==> src/rtl/mbscore_mem_stage.sv <==
// mbscore_mem_stage: MEM pipeline stage of the MBScore core.
//   Registers the ALU result, runs one load/store on the data bus at a time,
//   extends load data and hands {alu_out, mem_data_in, WB_sel, wb_rd} to the WB
//   mux with a one-cycle wb_valid pulse. EX is stalled (ex_ready=0) while a bus
//   access is outstanding; an access left unacked for TIMEOUT cycles is aborted
//   and reported through bus_err.
// Ports:
//   clk, rst_n                 clock, async active-low reset
//   ex_*                       instruction from EX, accepted when ex_valid & ex_ready
//   mem_req/we/addr/wdata/be   data-bus request, held until mem_ack or timeout
//   mem_ack, mem_rdata         data-bus response
//   wb_valid, WB_sel, alu_out, mem_data_in, wb_rd, misalign, bus_err
//                              completion to the WB mux (held when wb_valid=0)

// One byte lane of the store path: lane enable and lane write data.
module mbscore_mem_lane #(
  parameter int LANE = 0
) (
  input  logic [1:0] size,
  input  logic [1:0] addr_lo,
  input  logic [7:0] byte0,     // st_data[7:0]
  input  logic [7:0] half_byte, // st_data byte this lane carries in a half store
  input  logic [7:0] word_byte, // st_data byte this lane carries in a word store
  output logic       be,
  output logic [7:0] wdata
);
  localparam logic [2:0] LN = 3'(LANE);

  logic [2:0] lo;
  assign lo = {1'b0, addr_lo};

  always_comb begin
    be    = 1'b0;
    wdata = 8'h00;
    case (size)
      2'b00: begin
        be    = (addr_lo == LN[1:0]);
        wdata = byte0;
      end
      2'b01: begin
        // 0011 << addr_lo truncated to four lanes
        be    = (lo == LN) || ((lo + 3'd1) == LN);
        wdata = half_byte;
      end
      default: begin
        be    = 1'b1;
        wdata = word_byte;
      end
    endcase
  end
endmodule

module mbscore_mem_stage #(
  parameter int DATA_WIDTH = 32,
  parameter int TIMEOUT    = 16
) (
  input  logic                    clk,
  input  logic                    rst_n,
  input  logic                    ex_valid,
  output logic                    ex_ready,
  input  logic [1:0]              ex_mem_op,
  input  logic [1:0]              ex_size,
  input  logic                    ex_unsigned,
  input  logic [1:0]              ex_WB_sel,
  input  logic [4:0]              ex_rd,
  input  logic [DATA_WIDTH-1:0]   ex_alu_out,
  input  logic [DATA_WIDTH-1:0]   ex_st_data,
  output logic                    mem_req,
  output logic                    mem_we,
  output logic [DATA_WIDTH-1:0]   mem_addr,
  output logic [DATA_WIDTH-1:0]   mem_wdata,
  output logic [DATA_WIDTH/8-1:0] mem_be,
  input  logic                    mem_ack,
  input  logic [DATA_WIDTH-1:0]   mem_rdata,
  output logic                    wb_valid,
  output logic [1:0]              WB_sel,
  output logic [DATA_WIDTH-1:0]   alu_out,
  output logic [DATA_WIDTH-1:0]   mem_data_in,
  output logic [4:0]              wb_rd,
  output logic                    misalign,
  output logic                    bus_err
);
  localparam int         NUM_LANES = DATA_WIDTH / 8;
  localparam logic [7:0] CNT_LAST  = 8'(TIMEOUT - 1);

  typedef enum logic {IDLE, ACCESS} state_t;

  state_t state;
  logic [7:0] cnt;

  // Instruction context captured at accept, used when the access completes
  logic                  p_ld;
  logic [1:0]            p_size;
  logic                  p_unsigned;
  logic [1:0]            p_addr_lo;
  logic [1:0]            p_wb_sel;
  logic [4:0]            p_rd;
  logic [DATA_WIDTH-1:0] p_alu;

  logic is_ld, is_st, misal;
  assign is_ld = (ex_mem_op == 2'b01);
  assign is_st = (ex_mem_op == 2'b10);

  always_comb begin
    case (ex_size)
      2'b00:   misal = 1'b0;
      2'b01:   misal = ex_alu_out[0];
      default: misal = (ex_alu_out[1:0] != 2'b00);
    endcase
  end

  // Store lanes
  logic [NUM_LANES-1:0]      lane_be;
  logic [NUM_LANES-1:0][7:0] lane_wdata;

  for (genvar g = 0; g < NUM_LANES; g++) begin : g_lane
    mbscore_mem_lane #(.LANE(g)) u_lane (
      .size      (ex_size),
      .addr_lo   (ex_alu_out[1:0]),
      .byte0     (ex_st_data[7:0]),
      .half_byte (ex_st_data[8*(g%2) +: 8]),
      .word_byte (ex_st_data[8*g +: 8]),
      .be        (lane_be[g]),
      .wdata     (lane_wdata[g])
    );
  end

  // Load extract: right-align the addressed byte/half, then extend
  logic [DATA_WIDTH-1:0] rd_shift, ld_ext;
  assign rd_shift = mem_rdata >> {p_addr_lo, 3'b000};

  always_comb begin
    case (p_size)
      2'b00:   ld_ext = p_unsigned ? {{(DATA_WIDTH-8){1'b0}}, rd_shift[7:0]}
                                   : {{(DATA_WIDTH-8){rd_shift[7]}}, rd_shift[7:0]};
      2'b01:   ld_ext = p_unsigned ? {{(DATA_WIDTH-16){1'b0}}, rd_shift[15:0]}
                                   : {{(DATA_WIDTH-16){rd_shift[15]}}, rd_shift[15:0]};
      default: ld_ext = mem_rdata;
    endcase
  end

  always_ff @(posedge clk or negedge rst_n) begin
    if (!rst_n) begin
      state       <= IDLE;
      cnt         <= '0;
      ex_ready    <= 1'b1;
      mem_req     <= 1'b0;
      mem_we      <= 1'b0;
      mem_addr    <= '0;
      mem_wdata   <= '0;
      mem_be      <= '0;
      wb_valid    <= 1'b0;
      WB_sel      <= '0;
      alu_out     <= '0;
      mem_data_in <= '0;
      wb_rd       <= '0;
      misalign    <= 1'b0;
      bus_err     <= 1'b0;
      p_ld        <= 1'b0;
      p_size      <= '0;
      p_unsigned  <= 1'b0;
      p_addr_lo   <= '0;
      p_wb_sel    <= '0;
      p_rd        <= '0;
      p_alu       <= '0;
    end else begin
      wb_valid <= 1'b0;
      misalign <= 1'b0;
      bus_err  <= 1'b0;
      case (state)
        IDLE: begin
          if (ex_valid) begin
            if ((is_ld || is_st) && !misal) begin
              state      <= ACCESS;
              ex_ready   <= 1'b0;
              cnt        <= '0;
              mem_req    <= 1'b1;
              mem_we     <= is_st;
              mem_addr   <= {ex_alu_out[DATA_WIDTH-1:2], 2'b00};
              mem_wdata  <= lane_wdata;
              mem_be     <= lane_be;
              p_ld       <= is_ld;
              p_size     <= ex_size;
              p_unsigned <= ex_unsigned;
              p_addr_lo  <= ex_alu_out[1:0];
              p_wb_sel   <= ex_WB_sel;
              p_rd       <= ex_rd;
              p_alu      <= ex_alu_out;
            end else begin
              // No bus access: plain ALU op, reserved op, or misaligned access
              wb_valid    <= 1'b1;
              WB_sel      <= ex_WB_sel;
              alu_out     <= ex_alu_out;
              wb_rd       <= ex_rd;
              mem_data_in <= '0;
              misalign    <= is_ld || is_st;
            end
          end
        end
        ACCESS: begin
          // An ack in the final timeout cycle still completes normally
          if (mem_ack || cnt == CNT_LAST) begin
            state       <= IDLE;
            ex_ready    <= 1'b1;
            mem_req     <= 1'b0;
            mem_we      <= 1'b0;
            mem_addr    <= '0;
            mem_wdata   <= '0;
            mem_be      <= '0;
            wb_valid    <= 1'b1;
            WB_sel      <= p_wb_sel;
            alu_out     <= p_alu;
            wb_rd       <= p_rd;
            mem_data_in <= (mem_ack && p_ld) ? ld_ext : '0;
            bus_err     <= !mem_ack;
          end else begin
            cnt <= cnt + 8'd1;
          end
        end
        default: state <= IDLE;
      endcase
    end
  end
endmodule

==> config.mk <==
export PLATFORM = sky130hd
export DESIGN_NAME = mbscore_mem_stage
export DESIGN_NICKNAME = d
export VERILOG_FILES = /design/src/rtl/mbscore_mem_stage.sv
export SDC_FILE = /design/constraint.sdc
export NUM_CORES = 1
export LEC_CHECK = 0
export CORE_MARGIN = 1.5
export CORE_UTILIZATION = 48
export CTS_BUF_LIST = sky130_fd_sc_hd__clkbuf_16
export CTS_CLUSTER_DIAMETER = 50
export DETAILED_ROUTE_END_ITERATION = 10
export PLACE_DENSITY = 0.88
export SLEW_MARGIN = 20
export SYNTH_ARGS = -nofsm -noshare
export SYNTH_HDL_FRONTEND = slang
export SYNTH_SLANG_ARGS = --single-unit
==> constraint.sdc <==
create_clock -name clk -period 2.58 [get_ports clk]
set_clock_uncertainty 0.2 [all_clocks]
set_input_delay 0.516 -clock clk [delete_from_list [all_inputs] [get_ports clk]]
set_output_delay 0.516 -clock clk [all_outputs]
set_load 0.01 [all_outputs]
; ---- After elaboration in Yosys (flattened, before gate mapping)
; Index checks and enable logic that the tools add are counted.
[op_classes]
add_sub_neg = 2
eq_ne = 16
bitwise = 1
shifts = 1
n_mux = 67
n_reduce_logical = 21
[ops]
columns = op, count
row1 = $mux 32, 14
row2 = $pmux 32 s2, 5
row3 = $mux 8, 5
row4 = $pmux 8 s2, 2
row5 = $shr 32x5->16, 1
row6 = $pmux 1 s2, 10
row7 = $mux 1, 19
row8 = $mux 5, 3
row9 = $mux 4, 3
row10 = $reduce_and 3->1, 4
row11 = $pmux 5 s2, 1
row12 = $add 8x1->8 const B, 1
row13 = $eq 2x1->1 const B, 4
row14 = $eq 8x4->1 const B, 1
row15 = $ne 2x2->1 const B, 4
row16 = $pmux 4 s2, 1
row17 = $eq 2x2->1 const B, 3
row18 = $eq 3x2->1 const B, 2
row19 = $logic_not 2->1, 3
row20 = $logic_not 3->1, 2
row21 = $logic_or 1x1->1, 6
row22 = $mux 2, 3
row23 = $pmux 2 s2, 1
row24 = $add 2x1->3 const B, 1
row25 = other kinds (7), 9
[word_totals]
output_inout_bits = 145
in_bits = 112
word_cells = 130
register_bits = 199

; ---- Depth between registers and ports, before layout
; Gate-level depths: netlist of the first run.
[depth]
depth_word = 7
ltp_mapped = 10
mapped_depth_nobuf = 7

; ---- Hierarchy
; From an unflattened synthesis of the first run, not the netlist that was laid out.
[hier_totals]
cells_unflattened = 809
hier_area_um2 = 9081.2
[modules_own_cells]
columns = mod, area_each_um2, cells_per_inst, seq_area_each_um2, instances
row1 = mbscore_mem_stage, 8336.7, 695, 4880.9, 1
row2 = mbscore_mem_lane at g_lane[2].u_lane, 200.2, 31, 0.0, 1
row3 = mbscore_mem_lane at g_lane[3].u_lane, 183.9, 28, 0.0, 1
row4 = mbscore_mem_lane at g_lane[0].u_lane, 180.2, 27, 0.0, 1
row5 = mbscore_mem_lane at g_lane[1].u_lane, 180.2, 28, 0.0, 1

; ---- Worst setup path after synthesis of the first run
; No wires, ideal clock.
[synth_path]
path_type = input -> register
from = in ex_alu_out[0]
to = reg WB_sel[1]
path_stages = 9
setup_ps = 125
slack_ps = 147
t_arrival_ps = 2108
n_path_buf = 2
required_time_ps = 2255
cell_sequence = inv_1 ha_1 nand2b_1 a311o_1 and2_1 buf_6 inv_4 buf_6 mux2_2
[synth_between]
elab_chain_len = 6
[synth_lines]
columns = item, line
row1 = from (decl), 66  ; input logic [DATA_WIDTH-1:0] ex_alu_out,
row2 = $reduce_bool 2->1, 108  ; default: misal = (ex_alu_out[1:0] != 2'b00);
row3 = $pmux 1 s2 (*), 105  ; case (ex_size)
row4 = $logic_not 1->1 (*), 173  ; if ((is_ld || is_st) && !misal) begin
row5 = $logic_and 1x1->1 (*), 173
row6 = $ne 2x2->1 (no line) (*), n/a
row7 = $reduce_and 3->1 (no line) (*), n/a
row8 = to (signal assigned), 192  ; WB_sel <= ex_WB_sel;
row9 = to (signal assigned), 211  ; WB_sel <= p_wb_sel;
row10 = to (decl), 76  ; output logic [1:0] WB_sel,
; Mark *: on every way between the ends. The rest lies on a longest branch, timed or not.
; A chain may end at the register's enable or synchronous reset.

; ---- Worst setup path after layout of the first run
[layout_path]
from = in ex_alu_out[0]
to = reg alu_out[21]
[layout_between]
elab_chain_len = 6
[layout_lines]
columns = item, line
row1 = $reduce_bool 2->1, 108
row2 = $pmux 1 s2 (*), 105
row3 = $logic_not 1->1 (*), 173
row4 = $logic_and 1x1->1 (*), 173
row5 = $ne 2x2->1 (no line) (*), n/a
row6 = $reduce_and 3->1 (no line) (*), n/a
row7 = to (signal assigned), 193  ; alu_out <= ex_alu_out;
row8 = to (signal assigned), 212  ; alu_out <= p_alu;
row9 = to (decl), 77  ; output logic [DATA_WIDTH-1:0] alu_out,
; Marks and branches as above.

==> flow_summary.ini, run 1 <==
[floorplan]
start_util = 0.494
fp.dieW_um = 139
core_area_mm2 = 0.0181
rows = 49
io_pins = 257
die-area_mm2 = 0.0194
die-height_um = 139

[detailed_routing]
drt_drc_violations_left = 17
route.detailed.wl_per_inst_um = 20.8
vias = 7244
ant_nets = 0
dr.first_iter.drc_count = 515
viasPerCell = 5.67
drt_pass1_iterations = 8
wirelength_mm = 26.6

[place]
dp_cells = 1244
dp.final_hpwl_mm = 18.6
place_area_mm2 = 0.0119
port-buffer-count = 254
finalWeightedCongestion = 0.827

[critical_path]
crit_path_max_fanout = 13
r2r_slack_ps = 280
reg2reg_depth = 7
endpoint_kind = flop
reg2reg_to = wb_rd[0]
r2r_start = cnt[0]
setup.worst_path.start_class = input pin
crit_type = in2reg
arrival_ps = 2590
crit_required_ps = 2700

[synthesis]
ys_async_sr_fraction = 1.00
synth-seq-cells = 195
avgSynthCellArea_um2 = 11.6
netlist_area_mm2 = 0.00893
synth_edf_count = 0
yosys.cell_types.count = 54
synth_top_area_frac = 0.544
synth-seq-area-share = 0.547
yosysTopAreaCell = dfrtp_1
syn_inst = 771
dominantRegCellSynth = dfrtp_1
yosys-top-cells-area = dfrtp_1 (54%), mux2_2 (9.2%), nand2_1 (6.6%)
yosys_warnings = 0

[layout]
layout-drive-gt1-share = 0.175
finalNonFillerCells = 1278
layout-area-overhead-vs-synth_pct = 41.0
fin_area_mm2 = 0.0126
num-nets-final = 1157
n_antenna_cell = 0

[power_and_ir_drop]
peakVddDrop_v = 0.000500
p_per_area_mw_per_mm2 = 809
p_leak_nw = 5.68
finalPower_mw = 10.2

[run_status]
violations = design-rule violations
outcome = complete, but fails checks

[global_route]
grt_usage = 0.279
grt_max_degree = 77
grt-ovfl-total = 0
grt_pass1_wl_mm = 42.2
grt_pass1_vias = 7490
antenna_found_initial = 0

[hold_path]
hold_path.startpoint = ex_ready
worstHoldEndpoint = ex_ready
hold_depth = 2
hold_path_class = reg2reg

[flow_run]
drv_cap = 0

[sta]
finalSetupViolCount = 0
slew_violations = 0
final-hold-violation-count = 0
fmax_mhz = 404
finalCriticalPeriod_ps = 2470
tightest_slew_ps = 722
rsz0062_at_grt = false
finalCritPeriodShare = 0.958
relSlewSlack = 0.517
tns_ps = 0

[clock_tree]
cts_max_level = 4
cts_sinks = 195
postCtsSetupRepairBufs = 0
cts_tree = built
numCtsBuffers = 17
cts_root_buf = clkbuf_16
clk_latency_ps = 430
clkSlewWorstSetupHoldPaths_ps = 80
ctsLongestPathBuffers = 2
placed cells by master, fill, tap and decap left out, types with 3 or more instances in the layout:
master and n:
inv_6 3, dfrtp_1 193, xnor2_1 4, a21oi_1 7
buf_4 41, a311oi_1 6, and2_1 3, and3_1 5
nor3_1 3, a221o_1 20, mux2_2 73, nor2_1 11
nand3_1 3, clkinv_8 5, nand2_1 157, clkdlybuf4s50_1 253
clkbuf_16 18, a211oi_1 3, mux2i_1 26, inv_8 4
o2111ai_2 8, a22o_1 47, o21ai_0 21, nor3b_1 6
ha_1 9, buf_12 10, inv_1 27, o2bb2ai_1 28
o22ai_1 6, nor2b_1 6, mux2_1 3
worst max path at each step:
stage	slack (ps)	cells after the start	end	start
CTS	50	10	mem_data_in[15]	ex_alu_out[1]
global placement	-360	10	mem_data_in[15]	ex_alu_out[1]
finish	110	9	alu_out[21]	ex_alu_out[0]
floorplan	150	9	WB_sel[1]	ex_alu_out[0]
global route	20	9	alu_out[21]	ex_alu_out[1]
detailed placement	-410	10	mem_data_in[15]	ex_alu_out[1]
cells in the mapped netlist (6+ instances only):
cell,count
o2bb2ai_1,28
a22o_1,47
buf_2,13
o2111ai_2,8
clkbuf_1,28
o21ai_0,21
a221o_1,20
mux2_2,73
a21oi_1,7
nand2_1,157
a311oi_1,6
nor2b_1,6
ha_1,9
nor3b_1,6
inv_1,27
nor2_1,11
o22ai_1,6
and3_1,6
mux2i_1,26
buf_6,14
dfrtp_1,194
cells by family (layout without fill, tap and decap cells):
group | Yosys count | count (layout) | share of synthesized area
adders and majority gates | 9 | 9 | 0.0126
AOI/OAI and AO/OA | 158 | 158 | 0.151
muxes | 103 | 103 | 0.128
and+or+nand+nor | 210 | 210 | 0.104
xor gates and xnor gates | 4 | 4 | 0.00392
buffers and inverters | 91 | 368 | 0.0535
other | 1 | 2 | 0.000420
DFF | 195 | 195 | 0.547
power breakdown:
group / switching [mW] / total [mW] / internal (mW)
sequential: 0.467 / 4.23 / 3.76
combinational: 1.41 / 3.23 / 1.81
clock: 1.39 / 2.73 / 1.34
repair_timing:
action                                 4_1_cts  5_1_grt
setup endpoints to repair                    0       53
endpoints found under the hold margin       70        0
hold buffers                                 1        0
resized for setup                            0        3
stage by stage:
| step | hold WS [ps] | utilization | worst slack, ps |
|---|---|---|---|
| floorplan | 20.4 | - | 147 |
| global placement | 245 | 0.659 | -361 |
| detailed placement | 253 | 0.659 | -405 |
| CTS | 265 | 0.694 | 52.9 |
| global route | 291 | 0.696 | 22.6 |
| finish | 262 | 0.696 | 107 |
worst max-delay path, cell delays in order:
cell and delay [ps]:
clkdlybuf4s50_1 480, inv_1 70, ha_1 210, nand2b_4 150, a311o_1 340, and2_1 200
clkinv_4 120, buf_12 150, mux2_2 350
sequential cells by signal, summed over array words and instances, names as in the netlist, 4 cells and up:
| name | cells |
|---|---|
| p_alu | 31 |
| p_rd | 5 |
| alu_out | 32 |
| mem_data_in | 32 |
| mem_be | 4 |
| cnt | 8 |
| wb_rd | 5 |
| mem_addr | 30 |
| mem_wdata | 32 |
routing by layer:
layer / GRT usage / part of all wire
met4: 0.0935 / 0.026
met1: 0.346 / 0.40
met3: 0.0857 / 0.091
met2: 0.465 / 0.48
met5: 0 / 0
layout make-up:
class,instances,area (um2)
Inverter,28,110
Clock buffer,17,425
Sequential cell,195,4880
Multi-Input combinational cell,486,3590
Fill cell,1251,5490
Timing Repair Buffer,308,3100
Tap cell,229,287
Clock inverter,15,194
No activity file was read; power rests on OpenSTA's default activity.
==> inputs of run 2 (changes only) <==
ABC_AREA = 1   (was not set)
CORE_UTILIZATION = 49   (was 48)
==> run 2 against run 1 <==
Compared with the run above: the flow now finishes without violations; final cell count increased by 27%; sequential power decreased by 2%; largest power group unchanged; global-route usage increased by 1.5 points; sequential share of layout area decreased by 0.44 points; setup slack improved by 170 ps; die area increased by 1.4%; non-clock buffer count decreased by 12; synthesized area increased by 3.6%; power decreased by 0.86%; via count increased by 24%; final area increased by 1.1%.
==> flow_summary.ini, run 2 <==
[run_status]
outcome = complete, no violations

[critical_path]
endpoint_kind = flop
path_buf_inv = 4
arrival_ps = 2410
critPathTopFamily = buffers and inverters
crit_path_max_fanout = 33
path_cells = clkdlybuf4s50_1 -> inv_1 -> ha_1 -> or2_1 -> nand2_2 -> nor2_8 -> buf_4 -> buf_12 -> nand2_1 -> o21ai_0
slowest_delay_ps = 520
slowest_stage = clkdlybuf4s50_1
setup.worst_path.start_class = input pin
crit_required_ps = 2690
crit_type = in2reg

[clock_tree]
clk_latency_ps = 430
postCtsSetupRepairBufs = 0
cts_tree = built
ctsLongestPathBuffers = 2
cts_hold_buf = 1
cts_max_level = 4
cts_root_buf = clkbuf_16
cts-resized-gates = 0
cts_sinks = 195
clkSlewWorstSetupHoldPaths_ps = 80
numCtsBuffers = 17

[synthesis]
syn_inst = 1142
yosysMostFrequentCell = nand2_1
yosys.cell_types.count = 40
dominantRegCellSynth = dfrtp_1
ys_async_sr_fraction = 1.00
avgSynthCellArea_um2 = 8.10
synth_edf_count = 0
synth_top_area_frac = 0.525
synth-seq-cells = 195
yosys-top-cells-count = nand2_1 (352), dfrtp_1 (194), nand3_1 (189), o21ai_0 (103), inv_1 (82)
yosys-top-cells-area = dfrtp_1 (52%), nand2_1 (14%), nand3_1 (10%)
netlist_area_mm2 = 0.00925
yosysTopAreaCell = dfrtp_1
synth-seq-area-share = 0.528
yosys_warnings = 0

[power_and_ir_drop]
p_leak_nw = 6.31
switchingPower_mw = 3.36
p_per_area_mw_per_mm2 = 793
p_comb_frac = 0.327
peakVddDrop_v = 0.000514
finalPower_mw = 10.1
power.share.switching = 0.332
p_seq_frac = 0.410
clkPwrFrac = 0.263
p_int_mw = 6.75

[layout]
nFillCells = 1468
mostFrequentLayoutCell = nand2_1
layout-area-overhead-vs-synth_pct = 37.7
multi_input_area_mm2 = 0.00363
n_antenna_cell = 0
fin_util = 0.685
layout-drive-gt1-share = 0.0688
fin_area_mm2 = 0.0127
seq_area_mm2 = 0.00488
mostFrequentLayoutCells = nand2_1 (351), clkdlybuf4s50_1 (253), dfrtp_1 (194)
num-nets-final = 1503
reg.largest.list = alu_out: 32 flops, mem_data_in: 32 flops, mem_wdata: 32 flops

[hold_path]
hold_path_class = reg2reg

[detailed_routing]
wl_met2_mm = 13.9
wirelength_mm = 28.4
wl_met3_mm = 2.33
dr.first_iter.drc_count = 676
top_layer = met4
viasPerCell = 5.51
drt_pass1_iterations = 5
met1_length_mm = 11.3
drt_drc_violations_left = 0
route.detailed.wl_per_inst_um = 17.4
vias = 8974
ant_nets = 0

[flow_run]
drv_cap = 0

[floorplan]
fp.dieW_um = 140
die-area_mm2 = 0.0197
die-height_um = 140
io_pins = 257
start_util = 0.498
rows = 50
core_area_mm2 = 0.0186

[global_route]
grt_max_degree = 67
grt-ovfl-total = 0
grt_usage = 0.294
antenna_found_initial = 0
grt_pass1_wl_mm = 45.4
grt_pass1_vias = 8829

[sta]
finalCritPeriodShare = 0.894
tightest_slew_ps = 624
relSlewSlack = 0.584
whs_ps = 270
final-hold-violation-count = 0
finalSetupViolCount = 0
rsz0062_at_grt = false
slew_violations = 0
fmax_mhz = 434
finalCriticalPeriod_ps = 2310

[place]
dp.final_hpwl_mm = 19.7
finalWeightedCongestion = 0.902
port-buffer-count = 254
place_area_mm2 = 0.0121
[run 2: cell types whose count changed in the layout (fill, tap and decap cells not counted), moves of 12 or more]
cell / before / now
a21oi_1: 7 / 28
a221o_1: 20 / 0
a22o_1: 47 / 0
buf_4: 41 / 29
inv_1: 27 / 83
mux2_2: 73 / 0
mux2i_1: 26 / 0
nand2_1: 157 / 351
nand3_1: 3 / 189
nor2_1: 11 / 30
o21ai_0: 21 / 103
o21ai_1: 0 / 22
o2bb2ai_1: 28 / 0
[run 2: area by class of cell]
type / instances / share of cell area
clock buffer: 17 / 0.0334
clock inverter: 15 / 0.0119
inverter: 89 / 0.0263
multi-input combinational: 783 / 0.285
sequential: 195 / 0.383
tap: 234 / 0.0230
timing repair buffer: 296 / 0.237
[run 2: routing by layer]
layer,up-vias,GRT usage
li1,4178,-
met1,4280,0.367
met2,453,0.490
met3,63,0.0738
met4,0,0.117
met5,-,0
[run 2: logic make-up (layout without fill, tap and decap cells)]
family | after synthesis | after routing | share of synthesized area
AOI/OAI and AO/OA | 175 | 175 | 0.0990
other | 1 | 2 | 0.000405
DFF | 195 | 195 | 0.528
xor gates and xnor gates | 3 | 3 | 0.00284
buffers and inverters | 165 | 417 | 0.0818
and+or+nand+nor | 594 | 594 | 0.276
adders and majority gates | 9 | 9 | 0.0122
[run 2: tightest hold or removal path, stage by stage, from the launching register on]
cell,delay (ps)
dfstp_2,380
nand2_1,50
nand2_1,40
[run 2: power groups by stage]
stage	Sequential (mW)	Combinational, mW	Clock, mW
after floorplan	4.32	1.35	0
after global placement	4.16	3.18	0
after detailed placement	4.18	3.27	0
after CTS	4.13	3.30	2.69
after global routing	4.21	3.60	2.82
final	4.14	3.30	2.66
[run 2: path summary, 6_finish.rpt]
check,from,to,slack (ps),depth (start not counted)
setup / recovery,ex_alu_out[1],p_alu[9],270,10
hold / removal,ex_ready,ex_ready,270,2
setup reg to reg,cnt[0],alu_out[19],440,9
hold reg to reg,ex_ready,ex_ready,270,2
max in group asynchronous,rst_n,mem_addr[2],1040,3
min in group asynchronous,rst_n,mem_data_in[27],460,2
[run 2: stage by stage]
stage	std cells	worst slack, ps	TNS [ps]
6_report	1629	275	0
5_1_grt	1629	173	0
4_1_cts	1629	277	0
3_5_place_dp	1596	-138	-10970
3_3_place_gp	1596	-70.3	-5290
2_1_floorplan	1143	605	0
